<file path="config.mk">
export PLATFORM = sky130hd
export DESIGN_NAME = fib_job_ctrl
export DESIGN_NICKNAME = d
export VERILOG_FILES = /design/src/rtl/fib_pkg.sv /design/src/rtl/fib_rsp_fifo.sv /design/src/rtl/fib_job_ctrl.sv
export SDC_FILE = /design/constraint.sdc
export NUM_CORES = 1
export LEC_CHECK = 0
export ABC_AREA = 1
export ABC_CLOCK_PERIOD_IN_PS = 3550
export BUFFER_PORTS_ARGS = -buffer_cell sky130_fd_sc_hd__buf_4
export CORE_ASPECT_RATIO = 0.8
export CORE_MARGIN = 2
export CORE_UTILIZATION = 48
export DETAILED_ROUTE_END_ITERATION = 8
export GPL_TIMING_DRIVEN = 0
export PLACE_DENSITY = 0.65
export SLEW_MARGIN = 20
export SYNTH_ARGS = -nofsm -noshare
export SYNTH_HDL_FRONTEND = slang
export SYNTH_SLANG_ARGS = --single-unit
</file>
<file path="constraint.sdc">
create_clock -name Clk -period 3.55 [get_ports Clk]
set_clock_uncertainty 0.05 [all_clocks]
set_input_delay 0.71 -clock Clk [delete_from_list [all_inputs] [get_ports Clk]]
set_output_delay 0.71 -clock Clk [all_outputs]
set_load 0.05 [all_outputs]
</file>
<file path="src/rtl/fib_pkg.sv">
// Shared definitions for the Fibonacci job controller: FSM states, default
// operand width and the response entry layout.
package fib_pkg;

   localparam int unsigned FIB_DW = 10;

   typedef enum logic [1:0] {
      IDLE = 2'd0,
      CLR  = 2'd1,
      RUN  = 2'd2
   } fib_state_e;

   typedef struct packed {
      logic [FIB_DW-1:0] number;
      logic [FIB_DW-1:0] result;
      logic              err;
   } fib_rsp_t;

endpackage

</file>
<file path="src/rtl/fib_rsp_fifo.sv">
// Synchronous response FIFO with registered full/empty and a look-ahead count.
// Pop on empty is ignored; pointers wrap modulo DEPTH (power of two, >= 2).
module fib_rsp_fifo #(
   parameter int unsigned W     = 21,
   parameter int unsigned DEPTH = 4
) (
   input  logic                   Clk,
   input  logic                   Rst_n,
   input  logic                   push,
   input  logic [W-1:0]           wr_data,
   input  logic                   pop,
   output logic [W-1:0]           rd_data,
   output logic                   full,
   output logic                   empty,
   output logic [$clog2(DEPTH):0] count_nxt_c
);

   localparam int unsigned AW = $clog2(DEPTH);
   localparam int unsigned CW = AW + 1;

   logic [W-1:0]  mem [DEPTH];
   logic [AW-1:0] wr_ptr_q;
   logic [AW-1:0] rd_ptr_q;
   logic [CW-1:0] count_q;
   logic          do_pop;

   assign do_pop      = pop && !empty;
   assign count_nxt_c = count_q + CW'(push) - CW'(do_pop);
   assign rd_data     = mem[rd_ptr_q];

   // Storage cleared on reset so the head reads zero while empty.
   always_ff @(posedge Clk) begin
      if (!Rst_n) begin
         wr_ptr_q <= '0;
         rd_ptr_q <= '0;
         count_q  <= '0;
         empty    <= 1'b1;
         full     <= 1'b0;
         for (int unsigned i = 0; i < DEPTH; i++) begin
            mem[i] <= '0;
         end
      end else begin
         if (push) begin
            mem[wr_ptr_q] <= wr_data;
            wr_ptr_q      <= wr_ptr_q + AW'(1);
         end
         if (do_pop) begin
            rd_ptr_q <= rd_ptr_q + AW'(1);
         end
         count_q <= count_nxt_c;
         empty   <= (count_nxt_c == '0);
         full    <= (count_nxt_c == CW'(DEPTH));
      end
   end

endmodule

</file>
<file path="src/rtl/fib_job_ctrl.sv">
// Sequences the Fib_Seq engine through reset/start/done for one job at a time
// and queues tagged results. Define FIB_TIMEOUT_EN to enable the RUN watchdog.
module fib_job_ctrl
   import fib_pkg::*;
#(
   parameter int unsigned DW         = FIB_DW,
   parameter int unsigned FIFO_DEPTH = 4,
   parameter int unsigned TIMEOUT    = 1023
) (
   input  logic          Clk,
   input  logic          Rst_n,
   input  logic          ReqValid,
   output logic          ReqReady,
   input  logic [DW-1:0] ReqNumber,
   output logic          FibRst,
   output logic          FibStart,
   output logic [DW-1:0] FibNumber,
   input  logic [DW-1:0] FibResult,
   input  logic          FibDone,
   output logic          RspValid,
   input  logic          RspReady,
   output logic [DW-1:0] RspNumber,
   output logic [DW-1:0] RspResult,
   output logic          RspErr,
   output logic          Busy
);

   localparam int unsigned CW = $clog2(FIFO_DEPTH) + 1;
`ifdef FIB_TIMEOUT_EN
   localparam int unsigned EW = 2*DW + 1;
   localparam int unsigned TW = $clog2(TIMEOUT + 1);
`else
   localparam int unsigned EW = 2*DW;
`endif

   fib_state_e    state_q;
   fib_state_e    state_nxt;
   logic          first_q;
   logic          accept;
   logic          push;
   logic          pop;
   logic [EW-1:0] push_data;
   logic [EW-1:0] head_data;
   logic          fifo_full;
   logic          fifo_empty;
   logic [CW-1:0] fifo_count_nxt;

   logic          req_ready_d;
   logic          fib_rst_d;
   logic          fib_start_d;
   logic          busy_d;
   logic [DW-1:0] fib_number_d;

`ifdef FIB_TIMEOUT_EN
   logic          push_err;
   logic [TW-1:0] run_cnt_q;
`else
   logic [31:0]   unused_timeout;
   assign unused_timeout = 32'(TIMEOUT);
`endif

   // State and registered outputs; outputs are precomputed from the next state.
   always_ff @(posedge Clk) begin
      if (!Rst_n) begin
         state_q   <= IDLE;
         first_q   <= 1'b0;
         ReqReady  <= 1'b0;
         FibRst    <= 1'b0;
         FibStart  <= 1'b0;
         FibNumber <= '0;
         Busy      <= 1'b0;
      end else begin
         state_q   <= state_nxt;
         first_q   <= (state_q == CLR);
         ReqReady  <= req_ready_d;
         FibRst    <= fib_rst_d;
         FibStart  <= fib_start_d;
         FibNumber <= fib_number_d;
         Busy      <= busy_d;
      end
   end

   // Done is stale during the first RUN cycle, so only later cycles may complete.
   always_comb begin
      state_nxt = state_q;
      accept    = 1'b0;
      push      = 1'b0;
`ifdef FIB_TIMEOUT_EN
      push_err  = 1'b0;
`endif
      case (state_q)
         IDLE: begin
            if (ReqValid && ReqReady) begin
               accept    = 1'b1;
               state_nxt = CLR;
            end
         end
         CLR: begin
            state_nxt = RUN;
         end
         RUN: begin
            if (!first_q && FibDone) begin
               push      = 1'b1;
               state_nxt = IDLE;
            end
`ifdef FIB_TIMEOUT_EN
            else if (run_cnt_q == TW'(TIMEOUT - 1)) begin
               push      = 1'b1;
               push_err  = 1'b1;
               state_nxt = IDLE;
            end
`endif
         end
         default: begin
            state_nxt = IDLE;
         end
      endcase
   end

   // Acceptance reserves a FIFO slot, judged on the post-edge occupancy.
   always_comb begin
      req_ready_d  = (state_nxt == IDLE) && (fifo_count_nxt < CW'(FIFO_DEPTH));
      fib_rst_d    = (state_nxt == CLR);
      fib_start_d  = (state_nxt == RUN);
      busy_d       = (state_nxt != IDLE);
      fib_number_d = accept ? ReqNumber : FibNumber;
   end

`ifdef FIB_TIMEOUT_EN
   // Counts completed RUN cycles of the current job.
   always_ff @(posedge Clk) begin
      if (!Rst_n || (state_q != RUN)) begin
         run_cnt_q <= '0;
      end else begin
         run_cnt_q <= run_cnt_q + TW'(1);
      end
   end

   assign push_data = {FibNumber, (push_err ? DW'(0) : FibResult), push_err};
   assign RspNumber = head_data[2*DW:DW+1];
   assign RspResult = head_data[DW:1];
   assign RspErr    = head_data[0];
`else
   assign push_data = {FibNumber, FibResult};
   assign RspNumber = head_data[2*DW-1:DW];
   assign RspResult = head_data[DW-1:0];
   assign RspErr    = 1'b0;
`endif

   assign RspValid = !fifo_empty;
   assign pop      = RspValid && RspReady;

   fib_rsp_fifo #(
      .W     (EW),
      .DEPTH (FIFO_DEPTH)
   ) u_rsp_fifo (
      .Clk         (Clk),
      .Rst_n       (Rst_n),
      .push        (push),
      .wr_data     (push_data),
      .pop         (pop),
      .rd_data     (head_data),
      .full        (fifo_full),
      .empty       (fifo_empty),
      .count_nxt_c (fifo_count_nxt)
   );

   // A full FIFO blocks acceptance, so a completing job always finds a free slot.
   a_no_push_full: assert property (@(posedge Clk) disable iff (!Rst_n) !(push && fifo_full));

endmodule

</file>
==> results.json, run 1 <==
{
  "tritoncts": "built",
  "netlist.area_leader.share": 0.513,
  "finalWirelength_um": 10500,
  "placed_area_mm2": 0.00535,
  "synth_enable_flop_cells": 80,
  "swShare": 0.344,
  "drt-initial-drc-count": 186,
  "skew_pair_late_insertion_delay_ps": 340,
  "final_design_area_no_fill_mm2": 0.00563,
  "highest_cell_delay_on_the_worst_timing_path_ps": 480,
  "drc": 0,
  "final_worst_path_period_share": 0.740,
  "yosys.cell_count.top_type": "sky130_fd_sc_hd__nor2_1",
  "final_max_slew_viol_count": 0,
  "fin_crit_ps": 2630,
  "switching_power_mw": 1.15,
  "drt_pass1_iterations": 4,
  "cts_sinks": 107,
  "worst_hold_path_type": "reg -> reg",
  "grt_overflow": 0,
  "finalNonFillerCells": 633,
  "clk_path_buf_depth": 2,
  "ctsHtreeMaxLevel": 3,
  "area.growth.synth_to_final_pct": 20.2,
  "cp-end-kind": "output pin",
  "postRouteAntennaNets": 0,
  "drive_above_1_share": 0.274,
  "cp_slowest_cell": "sky130_fd_sc_hd__clkbuf_1",
  "dr_total_vias": 3279,
  "grt_first_pass_wirelength_um": 16400,
  "timing.max_cap.violations": 0,
  "p_clk_frac": 0.287,
  "total_leakage_power_nw": 2.14,
  "final_net_count": 537,
  "critical_path_required_ps": 2790,
  "maxClockFrequency_ghz": 0.381,
  "setup_slack_ps": 922,
  "port_buffers": 59,
  "unrepaired_setup_endpoints_after_global_routing": "no",
  "finalSetupViolCount": 0,
  "mappedNetlistArea_mm2": 0.00468,
  "floorplan.core_area_mm2": 0.00957,
  "numPlacedInstances": 617,
  "tritoncts.num_buffers": 9,
  "measured_slew_at_the_worst_slew_check_pin_ps": 1060,
  "holdBufCountCts": 0,
  "worst_slew_margin_rel": 0.290,
  "post_cts_resized": 0,
  "post_synth_main_area_contributors": "sky130_fd_sc_hd__edfxtp_1, sky130_fd_sc_hd__dfxtp_1, sky130_fd_sc_hd__nor3_2",
  "timing.hold.worst.start": "u_rsp_fifo.rd_ptr_q[1]$_SDFFE_PN0P_",
  "final_hold_viol_count": 0,
  "syn-mean-instance-area_um2": 10.7,
  "die_area_mm2": 0.0106,
  "combPwrFrac": 0.272,
  "avgRoutedWirePerCell_um": 16.6,
  "timing.setup.critical_path_class": "reg -> out",
  "cp-start-kind": "flip-flop",
  "n_antenna_cell": 0,
  "synth_common_cells": "sky130_fd_sc_hd__nor2_1, sky130_fd_sc_hd__edfxtp_1, sky130_fd_sc_hd__o21ai_0, sky130_fd_sc_hd__inv_1, sky130_fd_sc_hd__nor3_2",
  "synthesis.nets": 465,
  "post-cts-setup-buffer-count": 0,
  "vdd_ir_drop_max_v": 0.000352,
  "critical_path_peak_fanout": 10,
  "clk_pin_slew_ps": 70,
  "r2r-start": "state_q[1]$_SDFF_PN0_",
  "seq_area_frac_synth": 0.628,
  "cp.arrival_ps": 1870,
  "die-width_um": 114,
  "synth.yosys.warnings": 0,
  "first_global_vias": 3152,
  "critPathBufInv": 3,
  "dominantRegCellSynth": "sky130_fd_sc_hd__edfxtp_1",
  "netlist-cell-type-count": 25,
  "worst_setup_timing_slack_at_the_placement_stage_ps": 771,
  "via_density": 5.18,
  "number_of_cells_produced_by_synthesis": 437,
  "initial_utilization": 0.490,
  "cell_internal_pwr_mw": 2.18,
  "pwr-share-seq": 0.441,
  "synth_largest_area_cell": "sky130_fd_sc_hd__edfxtp_1",
  "run_status": "finished, final reports clean",
  "core.rowCount": 32,
  "initial_antenna_violation_count": 0,
  "powerDensity_mw_per_mm2": 591,
  "fin_tns_setup_ps": 0,
  "timing.critical_path.max_delay_family": "buffers and inverters",
  "total_global_route_track_usage": 0.210,
  "filler_cell_count": 832,
  "die_y_um": 92.4,
  "async_set_or_reset_flop_fraction_in_the_synthesized_netlist": 0,
  "timing.critical_path.cells": "inv_1 > clkbuf_1 > nor2_1 > o22ai_1 > buf_4",
  "clk_root_buffer_cell": "sky130_fd_sc_hd__clkbuf_16",
  "ys_ff_latch": 107,
  "grt_max_degree": 21,
  "boundaryPins": 61,
  "place.detailed.hpwl_um": 6950,
  "gp_congestion": 0.770
}
power by group through the flow:
stage | Combinational, mW | Sequential (mW) | Clock, mW
6_report | 0.905 | 1.47 | 0.956
5_1_grt | 0.978 | 1.48 | 1.01
4_1_cts | 0.912 | 1.47 | 0.968
3_5_place_dp | 0.908 | 1.49 | 0
3_3_place_gp | 0.893 | 1.49 | 0
2_1_floorplan | 0.547 | 1.57 | 0
stage by stage:
stage	hold WS, ps	util	total power, mW
global route	455	0.588	3.47
detailed placement	408	0.559	2.40
CTS	419	0.588	3.35
global placement	397	0.551	2.39
floorplan	383	-	2.12
finish	416	0.588	3.33
layer usage:
| metal | track usage | vias to the layer above | wire (µm) |
|---|---|---|---|
| li1 | - | 1629 | - |
| met1 | 0.290 | 1552 | 4850 |
| met2 | 0.337 | 92 | 4980 |
| met3 | 0.0393 | 6 | 594 |
| met4 | 0.0640 | 0 | 84 |
| met5 | 0 | - | 0 |
path summary, 6_finish.rpt:
path | endpoint | slack, ps | depth (start not counted)
worst max-delay path | RspNumber[0] | 920 | 5
worst min register to register | flip-flop | 420 | 2
worst max register to register | u_rsp_fifo.mem[0][4]$_SDFFCE_PN0P_ | 1250 | 5
worst min-delay path | flip-flop | 420 | 2
logic make-up (layout without fill, tap and decap cells):
kind of cell,count (synthesis),after routing,synth area share
compound gates,80,80,0.0908
fa+ha+maj,3,3,0.00961
buf+inv,70,147,0.0689
flops,107,107,0.628
other cells,1,1,0.000801
simple gates,176,176,0.202
placed cells by master (no fill, tap or decap), drive strengths merged:
| cell type | netlist | layout |
|---|---|---|
| nor3 | 41 | 41 |
| o22ai | 20 | 20 |
| clkinv | 0 | 2 |
| nand3b | 1 | 1 |
| ha | 2 | 2 |
| nand2 | 38 | 38 |
| clkbuf | 12 | 22 |
| edfxtp | 80 | 80 |
| nand4 | 1 | 1 |
| fa | 1 | 1 |
| nand3 | 2 | 2 |
| o21ai | 54 | 54 |
| buf | 16 | 77 |
| nor2 | 93 | 93 |
| conb | 1 | 1 |
| a21oi | 6 | 6 |
| dfxtp | 27 | 27 |
| inv | 42 | 46 |
registers in the layout (all words and copies together), names as in the netlist, named ones only:
| signal | flops |
|---|---|
| state_q | 2 |
| FibStart | 1 |
| first_q | 1 |
| u_rsp_fifo.mem | 80 |
| u_rsp_fifo.rd_ptr_q | 2 |
| ReqReady | 1 |
| FibRst | 1 |
| Busy | 1 |
| u_rsp_fifo.count_q | 3 |
| FibNumber | 10 |
| u_rsp_fifo.empty | 1 |
| u_rsp_fifo.wr_ptr_q | 2 |
worst min-delay path, stage by stage, from the launching register on:
cell                      delay [ps]
sky130_fd_sc_hd__dfxtp_1         310
sky130_fd_sc_hd__inv_1            50
sky130_fd_sc_hd__a21oi_1          60
cell type report:
cell class | instances | area (µm²) | share of cell area
sequential | 107 | 2940 | 0.523
multi-input combinational | 260 | 1450 | 0.257
timing repair buffer | 61 | 485 | 0.0862
clock buffer | 10 | 239 | 0.0425
buffer | 28 | 165 | 0.0293
inverter | 42 | 158 | 0.0280
tap | 119 | 149 | 0.0265
clock inverter | 6 | 45.0 | 0.00800
No activity file was read; power rests on OpenSTA's default activity.
==> inputs of run 2 (changes only) <==
- ABC_CLOCK_PERIOD_IN_PS: 3550 -> 2500
- clock period: 3.55 -> 2.5 ns (I/O delays scaled with it)
==> run 2 against run 1 <==
Cell area hardly changed; flip-flop and latch count stayed put; cell count stayed put; critical endpoint is now RspNumber[9]; highest routed layer unchanged.
==> results.json, run 2 (same netlist as run 1, synthesis figures left out) <==
{
  "setup_slack_ps": 137,
  "met3WireLength_um": 518,
  "largest_register_ff_count": 80,
  "cp-end-kind": "output pin",
  "die_area_mm2": 0.0106,
  "measured_slew_at_the_worst_slew_check_pin_ps": 1040,
  "leading_cell_type_in_the_layout_fill_and_taps_excluded": "sky130_fd_sc_hd__nor2_1",
  "finalSetupViolCount": 0,
  "place.detailed.hpwl_um": 6950,
  "swShare": 0.344,
  "combPwrFrac": 0.272,
  "critical_path_peak_fanout": 10,
  "tritoncts": "built",
  "hold-path-endpoint": "FibNumber[3]$_SDFFE_PN0P_",
  "ctsHtreeMaxLevel": 3,
  "placed_area_mm2": 0.00535,
  "maxClockFrequency_ghz": 0.423,
  "timing.setup.critical_path_class": "reg -> out",
  "grt_max_degree": 21,
  "r2r_cells": 5,
  "final_worst_path_period_share": 0.945,
  "port_buffers": 59,
  "clk_path_buf_depth": 2,
  "avgRoutedWirePerCell_um": 16.5,
  "p_clk_frac": 0.287,
  "holdBufCountCts": 0,
  "critical_path_required_ps": 1950,
  "final_hold_viol_count": 0,
  "worst_setup_timing_slack_at_the_placement_stage_ps": -69.5,
  "drc": 0,
  "timing.max_cap.violations": 0,
  "r2r_slack_ps": 210,
  "grt_overflow": 0,
  "die-width_um": 114,
  "gp_congestion": 0.770,
  "boundaryPins": 61,
  "powerDensity_mw_per_mm2": 840,
  "floorplan.core_area_mm2": 0.00957,
  "final_design_area_no_fill_mm2": 0.00563,
  "skew_pair_late_insertion_delay_ps": 340,
  "worst_hold_path.num_cells": 3,
  "dr_total_vias": 3277,
  "met2RoutedLength_um": 5060,
  "initial_antenna_violation_count": 0,
  "via_density": 5.18,
  "vdd_ir_drop_max_v": 0.000500,
  "drt-initial-drc-count": 194,
  "drive_above_1_share": 0.282,
  "run_status": "finished, final reports clean",
  "worst_hold_path_type": "in -> reg",
  "clk_root_buffer_cell": "sky130_fd_sc_hd__clkbuf_16",
  "worst_slew_margin_rel": 0.304,
  "route.layer.met1.wl_um": 4790,
  "cts_sinks": 107,
  "final_net_count": 537,
  "crit-reg2reg-capture": "u_rsp_fifo.mem[0][4]$_SDFFCE_PN0P_",
  "die_y_um": 92.4,
  "clk_pin_slew_ps": 70,
  "top_layer_used": "met4",
  "r2r-start": "state_q[1]$_SDFF_PN0_",
  "largest_register_by_flop_count": "u_rsp_fifo.mem",
  "area.growth.synth_to_final_pct": 20.3,
  "n_antenna_cell": 0,
  "grt_first_pass_wirelength_um": 16400,
  "post-cts-setup-buffer-count": 0,
  "cp-start-kind": "flip-flop",
  "pwr-share-seq": 0.440,
  "initial_utilization": 0.490,
  "tritoncts.num_buffers": 9,
  "final_max_slew_viol_count": 0,
  "fin_tns_setup_ps": 0,
  "fin_crit_ps": 2360,
  "top_flop_regs": "u_rsp_fifo.mem (80), FibNumber (10), u_rsp_fifo.count_q (3)",
  "total_leakage_power_nw": 2.15,
  "cp.arrival_ps": 1810,
  "timing.hold.worst.start": "ReqNumber[3]",
  "layout.cells.most_common_list": "sky130_fd_sc_hd__nor2_1, sky130_fd_sc_hd__edfxtp_1, sky130_fd_sc_hd__buf_4, sky130_fd_sc_hd__o21ai_0",
  "drt_pass1_iterations": 4,
  "switching_power_mw": 1.63,
  "finalWirelength_um": 10400,
  "core.rowCount": 32,
  "first_global_vias": 3152,
  "cell_internal_pwr_mw": 3.10,
  "postRouteAntennaNets": 0,
  "unrepaired_setup_endpoints_after_global_routing": "no",
  "post_cts_resized": 0,
  "total_global_route_track_usage": 0.210
}
-- run 2: cell count changes in the layout (fill, tap and decap cells not counted) --
| cell | previous run | this run |
|---|---|---|
| sky130_fd_sc_hd__clkbuf_1 | 12 | 8 |
| sky130_fd_sc_hd__clkbuf_2 | 0 | 4 |
-- run 2: area by class of cell --
class	count	area (µm²)
multi-input cells	260	1450
clock buffers	10	239
plain buffers	28	170
inverters	42	158
flip-flops and latches	107	2940
clock inverters	6	45.0
fillers	831	3940
well taps	119	149
repair buffers	61	485
-- run 2: how the worst max path moves through the flow --
stage	from	endpoint	depth (start not counted)
6_report	flip-flop	RspNumber[9]	4
5_1_grt	flip-flop	RspNumber[9]	4
4_1_cts	flip-flop	RspNumber[7]	5
3_5_place_dp	Rst_n	u_rsp_fifo.mem[0][12]$_SDFFCE_PN0P_	5
3_3_place_gp	FibDone	u_rsp_fifo.mem[3][7]$_DFFE_PP_	5
2_1_floorplan	FibDone	u_rsp_fifo.mem[3][0]$_DFFE_PP_	4
-- run 2: through the flow --
step / util / cells / power (mW) / hold WS [ps]
global placement: 0.551 / 615 / 3.39 / 397
detailed placement: 0.559 / 617 / 3.41 / 408
CTS: 0.588 / 633 / 4.75 / 301
finish: 0.589 / 633 / 4.73 / 309
floorplan: - / 437 / 3.01 / 383
global route: 0.589 / 633 / 4.93 / 304
-- run 2: per-layer routing --
| layer | vias to the layer above | global-route usage |
|---|---|---|
| met2 | 94 | 0.337 |
| met3 | 4 | 0.0393 |
| met5 | - | 0 |
| met1 | 1548 | 0.290 |
| met4 | 0 | 0.0640 |
| li1 | 1631 | - |
-- run 2: power by group through the flow --
stage / sequential (mW) / combinational (mW) / clock (mW)
floorplan: 2.23 / 0.777 / 0
global placement: 2.12 / 1.27 / 0
detailed placement: 2.12 / 1.29 / 0
CTS: 2.08 / 1.30 / 1.37
global route: 2.10 / 1.39 / 1.44
finish: 2.08 / 1.29 / 1.36
-- run 2: critical path: stages, from the launching register on --
cell,delay (ps)
sky130_fd_sc_hd__dfxtp_1,410
sky130_fd_sc_hd__clkbuf_1,500
sky130_fd_sc_hd__nor2_1,110
sky130_fd_sc_hd__o22ai_1,220
sky130_fd_sc_hd__buf_4,240
==> inputs of run 3 (changes only) <==
- BUFFER_PORTS_ARGS: -buffer_cell sky130_fd_sc_hd__buf_4 -> not set
- DONT_BUFFER_PORTS: not set -> 1
- PLACE_DENSITY: 0.65 -> 0.6
==> run 3 against run 2 <==
Total power decreased by 2.5%; clock power down 6%; clock-buffer cell count did not move; worst hold slack got worse by 90 ps; critical path type unchanged; critical endpoint is now RspNumber[1]; largest power group unchanged; highest routed layer unchanged.
==> results.json, run 3 (same netlist as run 1, synthesis figures left out) <==
{
  "grt_overflow": 0,
  "final_net_count": 479,
  "die_area_mm2": 0.0106,
  "worst_hold_path.num_cells": 2,
  "cp-start-kind": "flip-flop",
  "dr_total_vias": 3106,
  "cell_internal_pwr_mw": 2.97,
  "layout.cells.most_common_list": "sky130_fd_sc_hd__nor2_1, sky130_fd_sc_hd__edfxtp_1, sky130_fd_sc_hd__o21ai_0, sky130_fd_sc_hd__inv_1, sky130_fd_sc_hd__nor3_2",
  "tritoncts.num_buffers": 9,
  "finalNonFillerCells": 575,
  "timing.max_cap.violations": 0,
  "skew_pair_late_insertion_delay_ps": 350,
  "initial_antenna_violation_count": 0,
  "n_antenna_cell": 0,
  "postRouteAntennaNets": 0,
  "cts_sinks": 107,
  "final_worst_path_period_share": 0.976,
  "critical_path_peak_fanout": 10,
  "combPwrFrac": 0.246,
  "r2r-start": "state_q[1]$_SDFF_PN0_",
  "largest_register_by_flop_count": "u_rsp_fifo.mem",
  "cp-end-kind": "output pin",
  "grtUsageMet2": 0.326,
  "port_buffers": 0,
  "switching_power_mw": 1.65,
  "r2r_cells": 5,
  "worst_slew_margin_rel": 0.314,
  "finalWirelength_um": 10400,
  "drc": 0,
  "gp_congestion": 0.751,
  "run_status": "finished, final reports clean",
  "hold-path-endpoint": "FibNumber[6]$_SDFFE_PN0P_",
  "timing.setup.critical_path_class": "reg -> out",
  "timing.hold.worst.start": "ReqNumber[6]",
  "crit-reg2reg-capture": "u_rsp_fifo.mem[0][7]$_SDFFCE_PN0P_",
  "swShare": 0.357,
  "p_clk_frac": 0.276,
  "total_leakage_power_nw": 1.90,
  "final_max_slew_viol_count": 0,
  "drt-initial-drc-count": 250,
  "highest_cell_delay_on_the_worst_timing_path_ps": 500,
  "die_y_um": 92.4,
  "drt_pass1_iterations": 5,
  "measured_slew_at_the_worst_slew_check_pin_ps": 1030,
  "timing.critical_path.cells": "clkbuf_1 > nor2_1 > o22ai_2",
  "fin_tns_setup_ps": 0,
  "powerDensity_mw_per_mm2": 850,
  "core.rowCount": 32,
  "die-width_um": 114,
  "total_global_route_track_usage": 0.215,
  "first_global_vias": 3198,
  "clk_path_buf_depth": 2,
  "tritoncts": "built",
  "fin_total_pwr_mw": 4.61,
  "final_design_area_no_fill_mm2": 0.00543,
  "finalSetupViolCount": 0,
  "unrepaired_setup_endpoints_after_global_routing": "yes",
  "r2r_slack_ps": 220,
  "drive_above_1_share": 0.237,
  "grtUsageMet3": 0.0589,
  "clk_root_buffer_cell": "sky130_fd_sc_hd__clkbuf_16",
  "numPlacedInstances": 559,
  "grt_max_degree": 21,
  "largest_register_ff_count": 80,
  "pwr-share-seq": 0.478,
  "area.growth.synth_to_final_pct": 15.8,
  "grt_first_pass_wirelength_um": 16700,
  "place.detailed.hpwl_um": 6770,
  "fin_crit_ps": 2440,
  "cp_slowest_cell": "sky130_fd_sc_hd__clkbuf_1",
  "placed_area_mm2": 0.00490,
  "floorplan.core_area_mm2": 0.00957,
  "grt-busiest-layer": "met2",
  "top_flop_regs": "u_rsp_fifo.mem (80), FibNumber (10), u_rsp_fifo.count_q (3)",
  "critPathBufInv": 1,
  "cp.arrival_ps": 1890,
  "vdd_ir_drop_max_v": 0.000559,
  "worst_hold_path_type": "in -> reg",
  "critical_path_required_ps": 1950,
  "clk_pin_slew_ps": 70,
  "initial_utilization": 0.490,
  "timing.critical_path.max_delay_family": "buffers and inverters",
  "via_density": 5.40,
  "maxClockFrequency_ghz": 0.410,
  "ctsHtreeMaxLevel": 3,
  "met1_usage": 0.292,
  "boundaryPins": 61,
  "final_hold_viol_count": 0,
  "avgRoutedWirePerCell_um": 18.1,
  "leading_cell_type_in_the_layout_fill_and_taps_excluded": "sky130_fd_sc_hd__nor2_1"
}
-- run 3: timing repair --
item	in CTS	in global routing
gates resized for setup	32	18
setup endpoints to repair	20	20
hold buffers	0	0
setup buffers	0	0
-- run 3: layer usage --
| layer | vias to the layer above | part of all wire |
|---|---|---|
| li1 | 1512 | - |
| met1 | 1488 | 0.46 |
| met2 | 93 | 0.46 |
| met3 | 13 | 0.071 |
| met4 | 0 | 0.014 |
| met5 | - | 0 |
-- run 3: how the worst max path moves through the flow --
stage,startpoint,to,slack [ps],cells past startpoint
after global placement,FibDone,u_rsp_fifo.mem[3][7]$_DFFE_PP_,-1340,4
after floorplan,FibDone,u_rsp_fifo.mem[3][0]$_DFFE_PP_,-150,4
final,flip-flop,RspNumber[1],60,3
after CTS,flip-flop,RspResult[2],20,4
after detailed placement,flip-flop,RspNumber[7],20,4
after global routing,flip-flop,RspNumber[1],-50,3
-- run 3: cell type report --
type / instances / area [µm²]
buffer: 28 / 174
fill: 856 / 4140
clock inverter: 6 / 30.0
sequential: 107 / 2940
clock buffer: 10 / 229
timing repair buffer: 3 / 45.0
inverter: 42 / 158
multi-input combinational: 260 / 1700
tap: 119 / 149
-- run 3: worst register-to-register path, cell delays in order, from the launching register on --
cell and delay, ps:
sky130_fd_sc_hd__dfxtp_1 400, sky130_fd_sc_hd__nand2_2 90, sky130_fd_sc_hd__nor2_4 190, sky130_fd_sc_hd__nand4_2 200
sky130_fd_sc_hd__buf_6 210, sky130_fd_sc_hd__nand2_1 750
-- run 3: metrics by stage --
stage / hold WS, ps / utilization / worst slack (ps)
after global placement: 396 / 0.505 / -1340
after floorplan: 383 / - / -152
after CTS: 212 / 0.560 / 17.8
after detailed placement: 419 / 0.512 / 18.5
after global routing: 211 / 0.567 / -52.5
final: 219 / 0.567 / 60.4
-- run 3: power by group through the flow --
stage / clock network (mW) / logic [mW] / registers, mW
3_3_place_gp: 0 / 0.933 / 2.24
3_5_place_dp: 0 / 0.955 / 2.25
2_1_floorplan: 0 / 0.777 / 2.23
4_1_cts: 1.29 / 1.09 / 2.21
6_report: 1.28 / 1.13 / 2.21
5_1_grt: 1.34 / 1.24 / 2.22
